$ cat src/rtl/ram_result_reader_pkg.sv
// ram_result_reader_pkg: shared lab constants for the RAM result reader.
package ram_result_reader_pkg;
    localparam int DATA_W_DEF = 8;
    localparam int ADR_W_DEF  = 4;
    localparam logic [3:0] ST_IDLE  = 4'd0;
    localparam logic [3:0] ST_ISSUE = 4'd1;
    localparam logic [3:0] ST_WAIT  = 4'd2;
    localparam logic [3:0] ST_HOLD  = 4'd3;
    localparam logic [3:0] ST_DONE  = 4'd4;
endpackage

$ cat src/rtl/ram_result_reader.sv
// ram_result_reader: bursts words out of a synchronous-read RAM into a valid/ready consumer.
import ram_result_reader_pkg::*;

module ram_result_reader #(
    parameter int DATA_W = DATA_W_DEF,
    parameter int ADR_W  = ADR_W_DEF
) (
    input  logic              clk,
    input  logic              rst,
    input  logic              start,
    input  logic [ADR_W-1:0]  base_adr,
    input  logic [ADR_W:0]    count,
    output logic              ram_en,
    output logic [ADR_W-1:0]  ram_adr,
    input  logic [DATA_W-1:0] ram_dout,
    output logic [DATA_W-1:0] data_out,
    output logic              data_valid,
    input  logic              data_ready,
    output logic              busy,
    output logic              done,
    output logic [3:0]        st_out
);
    logic [3:0]        st_q, st_d;
    logic [ADR_W-1:0]  adr_q, adr_d;
    logic [ADR_W:0]    rem_q, rem_d;
    logic [DATA_W-1:0] data_q, data_d;
    logic              valid_q, valid_d;
    logic              hs;

    assign hs = valid_q & data_ready;

    always_comb begin
        st_d    = st_q;
        adr_d   = adr_q;
        rem_d   = rem_q;
        data_d  = data_q;
        valid_d = valid_q;
        case (st_q)
            ST_IDLE: if (start) begin
                st_d  = (count != '0) ? ST_ISSUE : ST_DONE;
                adr_d = (count != '0) ? base_adr : adr_q;
                rem_d = count;
            end
            ST_ISSUE: st_d = ST_WAIT;
            ST_WAIT: begin
                data_d  = ram_dout;
                valid_d = 1'b1;
                st_d    = ST_HOLD;
            end
            ST_HOLD: if (hs) begin
                // the last word leaves the address where it was; only a following word advances it
                valid_d = 1'b0;
                rem_d   = rem_q - 1'b1;
                st_d    = (rem_q == (ADR_W+1)'(1)) ? ST_DONE : ST_ISSUE;
                adr_d   = (rem_q == (ADR_W+1)'(1)) ? adr_q : adr_q + 1'b1;
            end
            ST_DONE: st_d = ST_IDLE;
            default: st_d = ST_IDLE;
        endcase
    end

    always_ff @(posedge clk or posedge rst) begin
        if (rst) begin
            st_q    <= ST_IDLE;
            adr_q   <= '0;
            rem_q   <= '0;
            data_q  <= '0;
            valid_q <= 1'b0;
        end else begin
            st_q    <= st_d;
            adr_q   <= adr_d;
            rem_q   <= rem_d;
            data_q  <= data_d;
            valid_q <= valid_d;
        end
    end

    assign ram_en     = (st_q == ST_ISSUE);
    assign ram_adr    = adr_q;
    assign data_out   = data_q;
    assign data_valid = valid_q;
    assign busy       = (st_q != ST_IDLE);
    assign done       = (st_q == ST_DONE);
    assign st_out     = st_q;
endmodule

$ cat config.mk
export PLATFORM = sky130hd
export DESIGN_NAME = ram_result_reader
export DESIGN_NICKNAME = d
export VERILOG_FILES = /design/src/rtl/ram_result_reader_pkg.sv /design/src/rtl/ram_result_reader.sv
export SDC_FILE = /design/constraint.sdc
export NUM_CORES = 1
export LEC_CHECK = 0
export ABC_AREA = 1
export CAP_MARGIN = 5
export CORE_MARGIN = 10
export CORE_UTILIZATION = 40
export CTS_BUF_LIST = sky130_fd_sc_hd__clkbuf_8
export DETAILED_ROUTE_END_ITERATION = 16
export PLACE_DENSITY = 0.74
export RECOVER_POWER = 100
export SYNTH_ARGS = -nofsm -noshare
export SYNTH_HDL_FRONTEND = slang
export SYNTH_SLANG_ARGS = --single-unit
$ cat constraint.sdc
create_clock -name clk -period 1.35 [get_ports clk]
set_input_delay 0.2025 -clock clk [delete_from_list [all_inputs] [get_ports clk]]
set_output_delay 0.2025 -clock clk [all_outputs]
set_load 0.01 [all_outputs]
### Word level (Yosys, flattened, before mapping)

Index checks and enable logic that the tools add are counted.

| storage, ports and cells | value |
|---|---|
| bits in registers | 22 |
| word-level logic and storage cells | 41 |

| cells by class | value |
|---|---|
| mux-type cells | 15 |
| bitwise gates (word level) | 1 |
| add/sub/neg operators | 2 |
| equal/unequal tests | 9 |
| reductions and logical operators | 9 |

Operators by type and width:

| cell | number |
|---|---|
| two-way mux 4 bit | 6 |
| one-hot mux 4 bit (4 select lines) | 1 |
| two-way mux 5 bit | 2 |
| one-hot mux 5 bit (2 select lines) | 1 |
| equality test 4 x 2 -> 1 bit, second input constant | 2 |
| inequality test 2 bit, second input constant | 4 |
| one-hot mux 4 bit (2 select lines) | 1 |
| two-way mux 3 bit | 2 |
| equality test 5 x 1 -> 1 bit, second input constant | 1 |
| AND reduction 5 bit | 1 |
| nonzero test 5 bit | 1 |
| subtractor 5 x 1 -> 5 bit, second input constant | 1 |
| adder 4 x 1 -> 4 bit, second input constant | 1 |
| equality test 4 x 1 -> 1 bit, second input constant | 1 |
| equality test 4 x 3 -> 1 bit, second input constant | 1 |
| logical NOT 4 bit | 1 |
| AND reduction 2 bit | 2 |
| nonzero test 2 bit | 2 |
| nonzero test 4 bit | 1 |
| AND reduction 3 bit | 1 |
| one-hot mux 1 bit (2 select lines) | 1 |
| bitwise AND 1 bit | 1 |
| two-way mux 1 bit | 1 |

### Longest topological paths before layout

Gate-level depths: netlist (run 1).

| depth | value |
|---|---|
| word-level depth | 4 |
| gate-level depth with buffers | 8 |

### Worst setup path after synthesis (run 1)

No wires, ideal clock.

| timing | value |
|---|---|
| kind | register -> register |
| from | register st_q[2] (netlist: st_out[2]) |
| to | register adr_q[0] (netlist: ram_adr[0]) |
| path slack | -0.006 ns |
| setup time | 0.065 ns |
| arrival time | 1.291 ns |
| stages on the path, launching flop included | 9 |
| clock period less this slack | 1.356 ns |
| cell sequence | dfrtp_1 nor2_2 nand2_2 nand2_2 inv_2 nor2_8 buf_12 nand3_2 nand2_1 |

| on the way | value |
|---|---|
| word-level cells in the longest chain between the ends | 3 |

RTL lines:

| item | line | text |
|---|---|---|
| from (decl) | ram_result_reader.sv:23 | `logic [3:0] st_q, st_d;` |
| from (signal assigned) | ram_result_reader.sv:70 | `st_q <= st_d;` |
| equality test 4 x 2 -> 1 bit / logical NOT 4 bit (equally long branches) | ram_result_reader.sv:38 | `case (st_q)` |
| inequality test 2 bit (no source line) / nonzero test 2 bit (equally long branches) | n/a |  |
| AND reduction 5 bit (no source line) | n/a |  |
| to (signal assigned) | ram_result_reader.sv:71 | `adr_q <= adr_d;` |
| to (decl) | ram_result_reader.sv:24 | `logic [ADR_W-1:0] adr_q, adr_d;` |

Several ways; a longest one is shown, not always the timed one.
A chain may end at the register's enable or synchronous reset.

### Worst setup path in the final report (run 1)

| timing | value |
|---|---|
| from | register st_q[2] (netlist: st_out[2]) |
| to | register rem_q[1] |

| on the way | value |
|---|---|
| word-level cells in the longest chain between the ends | 3 |

RTL lines:

| item | line | text |
|---|---|---|
| equality test 4 x 2 -> 1 bit / logical NOT 4 bit (equally long branches) | ram_result_reader.sv:38 |  |
| inequality test 2 bit (no source line) / nonzero test 2 bit (equally long branches) | n/a |  |
| AND reduction 3 bit (no source line) | n/a |  |
| to (signal assigned) | ram_result_reader.sv:72 | `rem_q <= rem_d;` |
| to (decl) | ram_result_reader.sv:25 | `logic [ADR_W:0] rem_q, rem_d;` |

Several ways; a longest one is shown, not always the timed one.

==> results of run 1 <==
==> layout by cell type, fill, tap and decap left out, types with 2 or more instances in the layout <==
| cell type | instances |
|---|---|
| nand4_1 | 2 |
| nand2_1 | 38 |
| inv_1 | 9 |
| mux2_2 | 4 |
| nor2_1 | 6 |
| dfrtp_1 | 20 |
| clkbuf_8 | 3 |
| nor3_1 | 2 |
| o21ai_0 | 6 |
| buf_4 | 19 |
| clkdlybuf4s50_1 | 19 |
| nand3b_1 | 2 |
| nand3_1 | 10 |
| o21ai_2 | 3 |
| nor2_4 | 3 |
| inv_2 | 3 |
| nor2_2 | 2 |
| nand2_2 | 9 |
| buf_6 | 7 |
| mux2_1 | 4 |
| nand2_4 | 2 |
| ha_1 | 2 |
| dlygate4sd2_1 | 15 |
| buf_2 | 3 |
| nand3_2 | 4 |
==> worst paths after layout <==
path	startpoint	depth (start not counted)	endpoint
worst max-delay path	st_out[2]	9	rem_q[1]
min in group asynchronous	rst	3	data_out[5]
max in group asynchronous	rst	3	st_out[0]
worst min-delay path	data_out[4]	1	data_out[4]
worst max register to register	st_out[2]	9	rem_q[1]
worst min register to register	data_out[4]	1	data_out[4]
==> report_power, final <==
group	leakage, nW	switching (mW)	internal, mW
logic	0.671	1.59	1.52
clock network	0.0269	0.191	0.202
registers	0.251	0.213	0.952
total	0.949	1.99	2.67
==> repair_timing <==
action	in CTS	in global routing
setup buffers	5	1
hold endpoints to repair	0	0
gates resized for setup	41	6
setup endpoints to repair	33	22
pin swaps	1	3
cloned	1	0
==> area by class of cell <==
| type | count | area share |
|---|---|---|
| multi-input combinational | 104 | 0.345 |
| clock inverter | 1 | 0.00198 |
| inverter | 12 | 0.0250 |
| timing repair buffer | 66 | 0.307 |
| clock buffer | 3 | 0.0218 |
| sequential | 21 | 0.278 |
| tap | 33 | 0.0218 |
==> state kept, by name, summed over array words and instances, names as in the netlist <==
| register | count |
|---|---|
| data_out | 8 |
| ram_adr | 4 |
| st_out | 3 |
| rem_q | 5 |
| data_valid | 1 |
==> through the flow <==
step                setup TNS, ns  instances   util
floorplan                       0        141      -
global placement           -0.589        229  0.593
detailed placement          -1.09        229  0.593
CTS                        -0.151        239  0.628
global route                -1.60        240  0.632
finish                     -0.385        240  0.632
==> kinds of logic after synthesis <==
family	count (synthesis)	share of synthesized area
muxes	8	0.0729
xor gates and xnor gates	1	0.00709
adders and majority gates	3	0.0304
and+or+nand+nor	82	0.349
DFF	21	0.426
buffers and inverters	16	0.0669
AOI/OAI and AO/OA	9	0.0456
other	1	0.00304
==> routing by layer <==
metal	GRT usage	wire length, um	up-vias
met5	0	0	-
li1	-	-	587
met1	0.122	1260	567
met3	0.0534	332	4
met2	0.216	1630	41
met4	0.0330	36	0
==> critical path: stages, from the launching register on <==
cell	delay (ns)
dfrtp_1	0.40
buf_6	0.13
nor2_4	0.12
buf_6	0.11
nand3b_1	0.11
nand2_4	0.12
nor2_8	0.06
buf_6	0.13
nand2_2	0.05
o21ai_2	0.05
==> results.yml, run 1 <==
power:
  p_total_mw: 4.66
  vdd.ir_drop.worst_uv: 1100
  leakage_nw: 0.949
  p_per_area_nw_per_um2: 2460
die:
  die_w_um: 75.6
  core-area_um2: 3000
  initial_utilization: 0.411
  rows: 20
  die_h_um: 75.6
  fp.dieArea_um2: 5710
  io_pins: 41
timing:
  maxSlewHeadroom: 0.636
  min_period_ns: 1.39
  layout_worst_path_cycle_share: 1.03
  slew_violations: 0
  setup_viol: 16
  max_freq_mhz: 717
  setup_slack_ns: -0.0439
  skew_ns: 0.00113
  rsz0062_at_grt: "true"
  hold_slack_ns: 0.495
  hold_violations: 0
  worst_pin_slew_ns: 0.546
route:
  postRouteAntennaNets: 0
  drt_iter0_drc: 34
  firstDrtPassIters: 4
  routed_wirelength_um: 3270
  viasPerCell: 5.00
  vias: 1199
  drc: 0
  avgRoutedWirePerCell_um: 13.6
synth:
  synth_area_leaders: "dfrtp_1, nand2_1, nand3_1"
  ys_ff_latch: 21
  synth_fp_nets: 165
  netlist-cell-type-count: 25
  synth_top_area_share: 0.426
  synthTopCellsByCount: "nand2_1, dfrtp_1, nand3_1"
  synth_top_area_cell: "dfrtp_1"
  async_flop_share: 1.00
  synth_seq_area_share: 0.426
  synth_flop_cell: "dfrtp_1"
  synth_edf_count: 0
  yosysWarnings: 0
  syn-cell-area_um2: 1230
  avgSynthCellArea_um2: 8.76
  synthCells: 141
  synth.most_common_cell: "nand2_1"
grt:
  grt_max_degree: 22
  grt_first_pass_wirelength_um: 5480
  grt_pass1_vias: 1275
  grt_usage: 0.120
  grt_overflow_total: 0
  grt_antenna_before_repair: 0
clock_tree:
  clkTransAtPathRegs_ns: 0.07
  cts_tree: "built"
  numCtsBuffers: 3
  cts_root_buffer: "clkbuf_8"
  clock_latency_ns: 0.25
  clockBufferDepth: 2
  cts_hold_buf: 0
  cts.sinks: 21
  htree_levels: 1
cells_and_area:
  drive_gt1_frac: 0.329
  nets: 232
  antenna_cells: 0
  design_area_um2: 1900
  multiInputGateArea_um2: 654
  area_delta_synth_final_pct: 53.7
  ff_latch_area_um2: 527
  fill_cells: 255
setup_path:
  crit_path_end_kind: "flip-flop"
  required_ns: 1.49
  crit_fanout: 8
  crit_path_start_kind: "flip-flop"
  r2r_slack_ns: -0.04
  cp_data_arrival_time_ns: 1.54
  critPathKind: "reg2reg"
run:
  cap_violations: 0
placed_design:
  dpl_cell_area_um2: 1780
  place_ws_ns: -0.111
  hpwlAfterDp_um: 2530
  routabilityCongestion: 0.889
  portBuffers: 39
min_path:
  min-delay-path-class: "reg2reg"
outcome:
  outcome: "finished, violations left"
  violations: "negative setup slack"
No activity file was read; power rests on OpenSTA's default activity.
==> run 2, diff against run 1 <==
Settings changed: CORE_UTILIZATION 40 to 42, PLACE_DENSITY 0.74 to 0.77.
==> run 2 against run 1 <==
Effect of this change:
- the flow still finishes with violations (negative setup slack)
- hold slack lost 0.0093 ns
- clock skew grew 0.0031 ns
- global-route usage grew 2.0 points
==> results.yml, run 2 (synthesized netlist as in run 1, its figures left out) <==
outcome:
  outcome: "finished, violations left"
  violations: "negative setup slack"
route:
  drt_iter0_drc: 51
  vias: 1205
  firstDrtPassIters: 6
  avgRoutedWirePerCell_um: 14.9
  viasPerCell: 5.04
  routed_wirelength_um: 3560
  postRouteAntennaNets: 0
  drc: 0
setup_path:
  required_ns: 1.49
  r2r_cells: 8
  critPathKind: "reg2reg"
  critPathSlowestCell: "dfrtp_1"
  crit_chain: "nor2_2 -> buf_4 -> nand3b_1 -> nand2_4 -> nor2_8 -> buf_6 -> nand3_2 -> nand2_1"
  cp_data_arrival_time_ns: 1.61
  reg2reg_from: "st_out[2]"
  crit_fanout: 7
  crit_path_start_kind: "flip-flop"
  crit_path_end_kind: "flip-flop"
  regToRegEndpoint: "rem_q[4]"
  r2r_slack_ns: -0.12
  cp_slowest_stage_delay_ns: 0.42
timing:
  rsz0062_at_grt: "true"
  layout_worst_path_cycle_share: 1.09
  skew_ns: 0.00422
  max_freq_mhz: 681
  maxSlewHeadroom: 0.649
  hold_violations: 0
  min_period_ns: 1.47
  slew_violations: 0
  setup_viol: 21
  setup_slack_ns: -0.119
  worst_pin_slew_ns: 0.527
  tns_ns: -1.08
clock_tree:
  cts_hold_buf: 0
  cts_root_buffer: "clkbuf_8"
  clock_latency_ns: 0.27
  numCtsBuffers: 3
  cts_tree: "built"
  htree_levels: 1
  clockBufferDepth: 2
  clkTransAtPathRegs_ns: 0.08
  cts.sinks: 21
placed_design:
  routabilityCongestion: 0.816
  portBuffers: 39
  dpl_cell_area_um2: 1780
  hpwlAfterDp_um: 2580
  place_ws_ns: -0.108
die:
  die_h_um: 74.2
  io_pins: 41
  core-area_um2: 2780
  die_w_um: 74.2
  rows: 19
  initial_utilization: 0.444
  fp.dieArea_um2: 5510
cells_and_area:
  area_delta_synth_final_pct: 54.8
  drive_gt1_frac: 0.327
  antenna_cells: 0
  most-common-layout-cells: "nand2_1, buf_4, dfrtp_1, clkdlybuf4s50_1, dlygate4sd2_1"
  layout_commonest_cell: "nand2_1"
  largest_reg_flops: 8
  nets: 233
  design_area_um2: 1910
  fill_cells: 211
grt:
  grt_overflow_total: 0
  grt_usage: 0.140
  grt_pass1_vias: 1338
  grt_max_degree: 22
  grt_antenna_before_repair: 0
  grt_first_pass_wirelength_um: 6150
power:
  leakage_nw: 0.975
  vdd.ir_drop.worst_uv: 1840
  p_per_area_nw_per_um2: 2500
min_path:
  min-delay-path-class: "in2async"
run:
  cap_violations: 0
run 2: cell types whose count changed in the layout (fill, tap and decap cells not counted), sizes merged:
cell           previous run  this run
buf                      29        30
clkdlybuf4s15             0         1
clkdlybuf4s25             1         0
run 2: worst max path at each step:
stage | from | endpoint | depth (start not counted)
finish | st_out[2] | rem_q[4] | 8
global route | st_out[2] | ram_adr[0] | 8
CTS | st_out[2] | ram_en | 5
detailed placement | count[1] | ram_adr[2] | 8
global placement | count[1] | ram_adr[3] | 8
floorplan | st_out[0] | ram_adr[0] | 8
run 2: stage by stage:
stage | instances | power [mW] | util | hold WS (ns)
after floorplan | 141 | 2.91 | - | 0.179
after global placement | 228 | 4.03 | 0.641 | 0.463
after detailed placement | 228 | 4.13 | 0.641 | 0.468
after CTS | 239 | 4.75 | 0.687 | 0.275
after global routing | 239 | 5.19 | 0.687 | 0.535
final | 239 | 4.78 | 0.687 | 0.485
run 2: repair_timing:
action / CTS / global route
endpoints found under the hold margin: 0 / 0
setup buffers: 7 / 0
setup endpoints to repair: 27 / 23
pin swaps: 8 / 1
resized for setup: 48 / 2
run 2: cell type report:
cell class | instances | area [um^2] | area share
Tap cell | 31 | 38.8 | 0.0203
Multi-Input combinational cell | 104 | 659 | 0.345
Inverter | 12 | 50.0 | 0.0262
Timing Repair Buffer | 67 | 591 | 0.309
Clock inverter | 1 | 3.75 | 0.00196
Clock buffer | 3 | 41.3 | 0.0216
Sequential cell | 21 | 528 | 0.276
run 2: power breakdown:
group / leakage [nW] / internal (mW) / switching [mW]
Sequential: 0.250 / 0.954 / 0.223
Combinational: 0.698 / 1.56 / 1.63
Clock: 0.0269 / 0.204 / 0.216
run 2: routing by layer:
metal / vias up / share of wire / track usage
met2: 45 / 0.51 / 0.246
li1: 584 / - / -
met4: 0 / 0.023 / 0.0508
met5: - / 0 / 0
met1: 567 / 0.37 / 0.140
met3: 9 / 0.10 / 0.0691
run 2: worst max-delay path: cells and delay by family (launching register included):
| family | cells | cell delay (ns) |
|---|---|---|
| AND/OR/NAND/NOR | 6 | 0.63 |
| flip-flops | 1 | 0.42 |
| buffers and inverters | 2 | 0.28 |
==> RTL change 1: new RTL, flow settings as in run 2 <==
Change the package constant `ADR_W_DEF` from 4 to 5.
--- a/src/rtl/ram_result_reader_pkg.sv
+++ b/src/rtl/ram_result_reader_pkg.sv
@@ -1,7 +1,7 @@
 // ram_result_reader_pkg: shared lab constants for the RAM result reader.
 package ram_result_reader_pkg;
     localparam int DATA_W_DEF = 8;
-    localparam int ADR_W_DEF  = 4;
+    localparam int ADR_W_DEF  = 5;
     localparam logic [3:0] ST_IDLE  = 4'd0;
     localparam logic [3:0] ST_ISSUE = 4'd1;
     localparam logic [3:0] ST_WAIT  = 4'd2;
Ports: changed (resized base_adr, count and ram_adr); port bits go from 41 to 44. No check against the original RTL was run, so the function may have changed too.
==> RTL change 1 against run 2 <==
The flow still finishes with violations (negative setup slack); synthesized area is 8.9% higher; critical path depth is 2 higher; first-iteration DRC count is 33% higher; power is 32% higher; wire length is 41% higher; sequential cell count is 2 higher; cell area is 26% higher; setup slack worse by 0.094 ns; highest routed layer unchanged.
==> RTL change 1: results <==
{
  "routed_wl_mm": 5.03,
  "cp-endpoint": "ram_adr[0]",
  "cp_top_family": "buffers and inverters",
  "ys_seq_area_frac": 0.428,
  "postCtsSetupBuffers": 10,
  "rr_worst_depth": 10,
  "syn_nets": 195,
  "cts_buffers": 3,
  "syn_avg_cell_area_um2": 7.96,
  "via_per_inst": 5.00,
  "violations": "negative setup slack",
  "critPathSlowestCell": "dfrtp_2",
  "synth_area_leaders": "dfrtp_1 43%, nand2_1 16%, nand3_1 6.7%",
  "status": "complete, but fails checks",
  "dr.pass1.iters": 5,
  "first_global_vias": 1622,
  "grt_max_degree": 24,
  "gp_congestion": 0.855,
  "power_leakage_uw": 0.00124,
  "drt_iter0_drc": 68,
  "fin_tns_setup_ns": -2.04,
  "slew_headroom": 0.606,
  "placed_area_mm2": 0.00204,
  "setup_viol": 18,
  "slowest_delay_ns": 0.46,
  "placedCellCount": 283,
  "cts_resized": 60,
  "vdd_drop_max_mv": 1.73,
  "drive_gt1_frac": 0.419,
  "h-tree-depth": 1,
  "critPathArrivalTime_ns": 1.74,
  "fin_ws_ns": -0.213,
  "grt_pass1_wl_mm": 7.73,
  "pre_cts_slack_ns": -0.152,
  "dp_hpwl_mm": 2.87,
  "io_buffers": 42,
  "ys_types": 25
}
==> RTL change 1: layout make-up <==
class	count	area, um2
fillers	210	642
inverters	13	53.8
flip-flops and latches	23	579
clock buffers	3	41.3
clock inverters	1	5.00
well taps	44	55.1
multi-input cells	128	858
repair buffers	92	818
==> RTL change 1: logic make-up (layout without fill, tap and decap cells) <==
family / count (synthesis) / in the layout / share of synthesized area
flip-flops: 23 / 23 / 0.428
multiplexers: 8 / 8 / 0.0670
AO/OA/AOI/OAI: 7 / 7 / 0.0344
buffers and inverters: 18 / 109 / 0.0633
adder cells (fa/ha/maj): 3 / 3 / 0.0279
XOR/XNOR: 1 / 1 / 0.00651
other: 1 / 1 / 0.00279
AND/OR/NAND/NOR: 108 / 108 / 0.370
==> RTL change 1: per-layer routing <==
| metal | vias up | GRT usage | routed length, um | share of wire |
|---|---|---|---|---|
| met4 | 0 | 0.0669 | 117 | 0.023 |
| met3 | 10 | 0.0637 | 354 | 0.070 |
| li1 | 723 | - | - | - |
| met5 | - | 0 | 0 | 0 |
| met1 | 736 | 0.177 | 2000 | 0.40 |
| met2 | 52 | 0.272 | 2550 | 0.51 |
==> RTL change 1: report_power, final <==
group	internal (uW)	leakage (uW)	switching [uW]
combinational	2270	0.000941	2250
clock	208	0.0000255	259
sequential	1040	0.000274	264
total	3520	0.00124	2770
==> RTL change 1: worst min path at each step <==
| stage | from | to | slack (ns) | cells after the start |
|---|---|---|---|---|
| floorplan | rst | data_out[0] | 0.20 | 1 |
| global placement | data_valid | data_valid | 0.48 | 2 |
| detailed placement | data_out[1] | data_out[1] | 0.49 | 1 |
| CTS | rst | data_out[2] | 0.28 | 3 |
| global route | data_out[7] | data_out[7] | 0.53 | 1 |
| finish | rst | data_out[5] | 0.49 | 3 |
==> RTL change 2: new RTL, settings of run 2 <==
Made on the original files. `adr_q` and `data_q` no longer have a reset.
--- a/src/rtl/ram_result_reader.sv
+++ b/src/rtl/ram_result_reader.sv
@@ -62,17 +62,18 @@
     always_ff @(posedge clk or posedge rst) begin
         if (rst) begin
             st_q    <= ST_IDLE;
-            adr_q   <= '0;
             rem_q   <= '0;
-            data_q  <= '0;
             valid_q <= 1'b0;
         end else begin
             st_q    <= st_d;
-            adr_q   <= adr_d;
             rem_q   <= rem_d;
-            data_q  <= data_d;
             valid_q <= valid_d;
         end
+    end
+
+    always_ff @(posedge clk) begin
+        adr_q  <= adr_d;
+        data_q <= data_d;
     end
 
     assign ram_en     = (st_q == ST_ISSUE);
Function: changed (Yosys sat finds a counterexample within 4 cycles, from zero or initial values and one cycle with rst high).
==> RTL change 2 against run 2 <==
The flow still finishes with violations (negative setup slack); setup slack better by 0.066 ns; count of clock-buffer cells in the layout is the same; non-clock buffer count is 6 lower; synthesized area shrank 13%; power shrank 12%; combinational power fell by 20%; sequential power rose by 6%; cell area fell by 6.3%; sequential cell count unchanged; fmax grew 4.7%; wire length shrank 10%; critical endpoint is now ram_adr[1]; highest routed layer unchanged.
==> RTL change 2: results <==
{
  "status": "complete, but fails checks",
  "violations": "negative setup slack",
  "setup_viol": 10,
  "grt_pass1_wl_mm": 4.94,
  "synthFlopType": "edfxtp_1",
  "fillerInstances": 179,
  "ys_top_cells_by_count": "39 x nand2_1, 16 x inv_1, 12 x edfxtp_1",
  "ys_types": 20,
  "placedCellCount": 211,
  "dp_hpwl_mm": 2.31,
  "drt_iter0_drc": 50,
  "grt_usage": 0.118,
  "worstPathMaxFanout": 4,
  "synth_fa_ha_area_frac": 0.0348,
  "gp_congestion": 0.800,
  "synthMuxAreaShare": 0,
  "dr.pass1.iters": 4,
  "vdd_drop_max_mv": 1.80,
  "routed_wl_mm": 3.20,
  "synthXorXnorAreaFrac": 0.0163,
  "clock_skew_ns": 0.00476,
  "drive_gt1_frac": 0.299,
  "via_per_inst": 4.98,
  "synthArstFlopShare": 0.429,
  "power_leakage_uw": 0.000827,
  "first_global_vias": 1072,
  "final_cells": 217,
  "grt_max_degree": 15,
  "fin_ws_ns": -0.0532
}
[RTL change 2: cell count changes in the layout (fill, tap and decap cells not counted), moves of 3 or more]
cell	before	now
dfrtp_1	19	6
edfxtp_1	0	12
dlygate4sd2_1	15	6
dlygate4sd3_1	1	9
clkdlybuf4s25_1	0	7
clkdlybuf4s50_1	19	12
buf_4	20	14
nand2_1	39	33
inv_2	0	4
mux2_2	4	0
mux2_4	4	0
nor2_4	2	5
o21ai_2	3	0
[RTL change 2: critical path, stage by stage (launching register included)]
cell	delay [ns]
dfrtp_2	0.47
buf_6	0.13
nand2_2	0.06
nor2_4	0.05
nand2_4	0.05
nand2_2	0.06
inv_2	0.07
nand2_2	0.07
nor2_4	0.13
[RTL change 2: cell type report]
type | instances | area [um2] | share of cell area
clock buffers | 3 | 41.3 | 0.0230
clock inverters | 1 | 7.51 | 0.00419
inverters | 17 | 71.3 | 0.0398
multi-input cells | 84 | 487 | 0.272
flip-flops and latches | 21 | 589 | 0.329
well taps | 30 | 37.5 | 0.0209
repair buffers | 61 | 558 | 0.311
[RTL change 2: stage by stage]
stage          cell area (um2)  setup TNS, ns  utilization  setup slack (ns)
3_5_place_dp              1660          -1.66        0.678            -0.209
6_report                  1790         -0.381        0.730           -0.0532
5_1_grt                   1790          -1.19        0.730            -0.124
4_1_cts                   1730         -0.326        0.705           -0.0428
3_3_place_gp              1660          -1.09        0.678            -0.157
2_1_floorplan             1100              0            -           0.00399
[RTL change 2: cells by family (layout without fill, tap and decap cells)]
family | after synthesis | count (layout)
compound gates | 11 | 11
xor+xnor | 2 | 2
fa+ha+maj | 3 | 3
buf+inv | 19 | 82
flops | 21 | 21
other cells | 1 | 1
simple gates | 67 | 67
[RTL change 2: final timing paths]
check,startpoint,end,slack (ns),cells after the start
max in group asynchronous,rst,st_out[2],0.71,2
setup reg to reg,st_out[1],ram_adr[1],-0.05,8
hold / removal,rst,data_valid,0.34,2
min in group clk,data_valid,data_valid,0.52,2
hold reg to reg,data_valid,data_valid,0.52,2
setup / recovery,st_out[1],ram_adr[1],-0.05,8
[RTL change 2: metal layers]
layer	track usage	wire length [um]
met4	0.0452	54
met1	0.136	1260
met3	0.0335	207
met2	0.200	1670
met5	0	0
[RTL change 2: power groups by stage]
stage          Sequential (uW)  Combinational, uW  Clock (uW)
3_5_place_dp              1250               2280           0
4_1_cts                   1240               2360         418
6_report                  1250               2550         424
2_1_floorplan             1320               1070           0
3_3_place_gp              1240               2200           0
5_1_grt                   1280               2780         448
[RTL change 2: repair_timing]
item | 4_1_cts | 5_1_grt
resized for setup | 37 | 26
endpoints found under the setup margin | 28 | 36
pin swaps | 4 | 9
setup buffers | 2 | 0
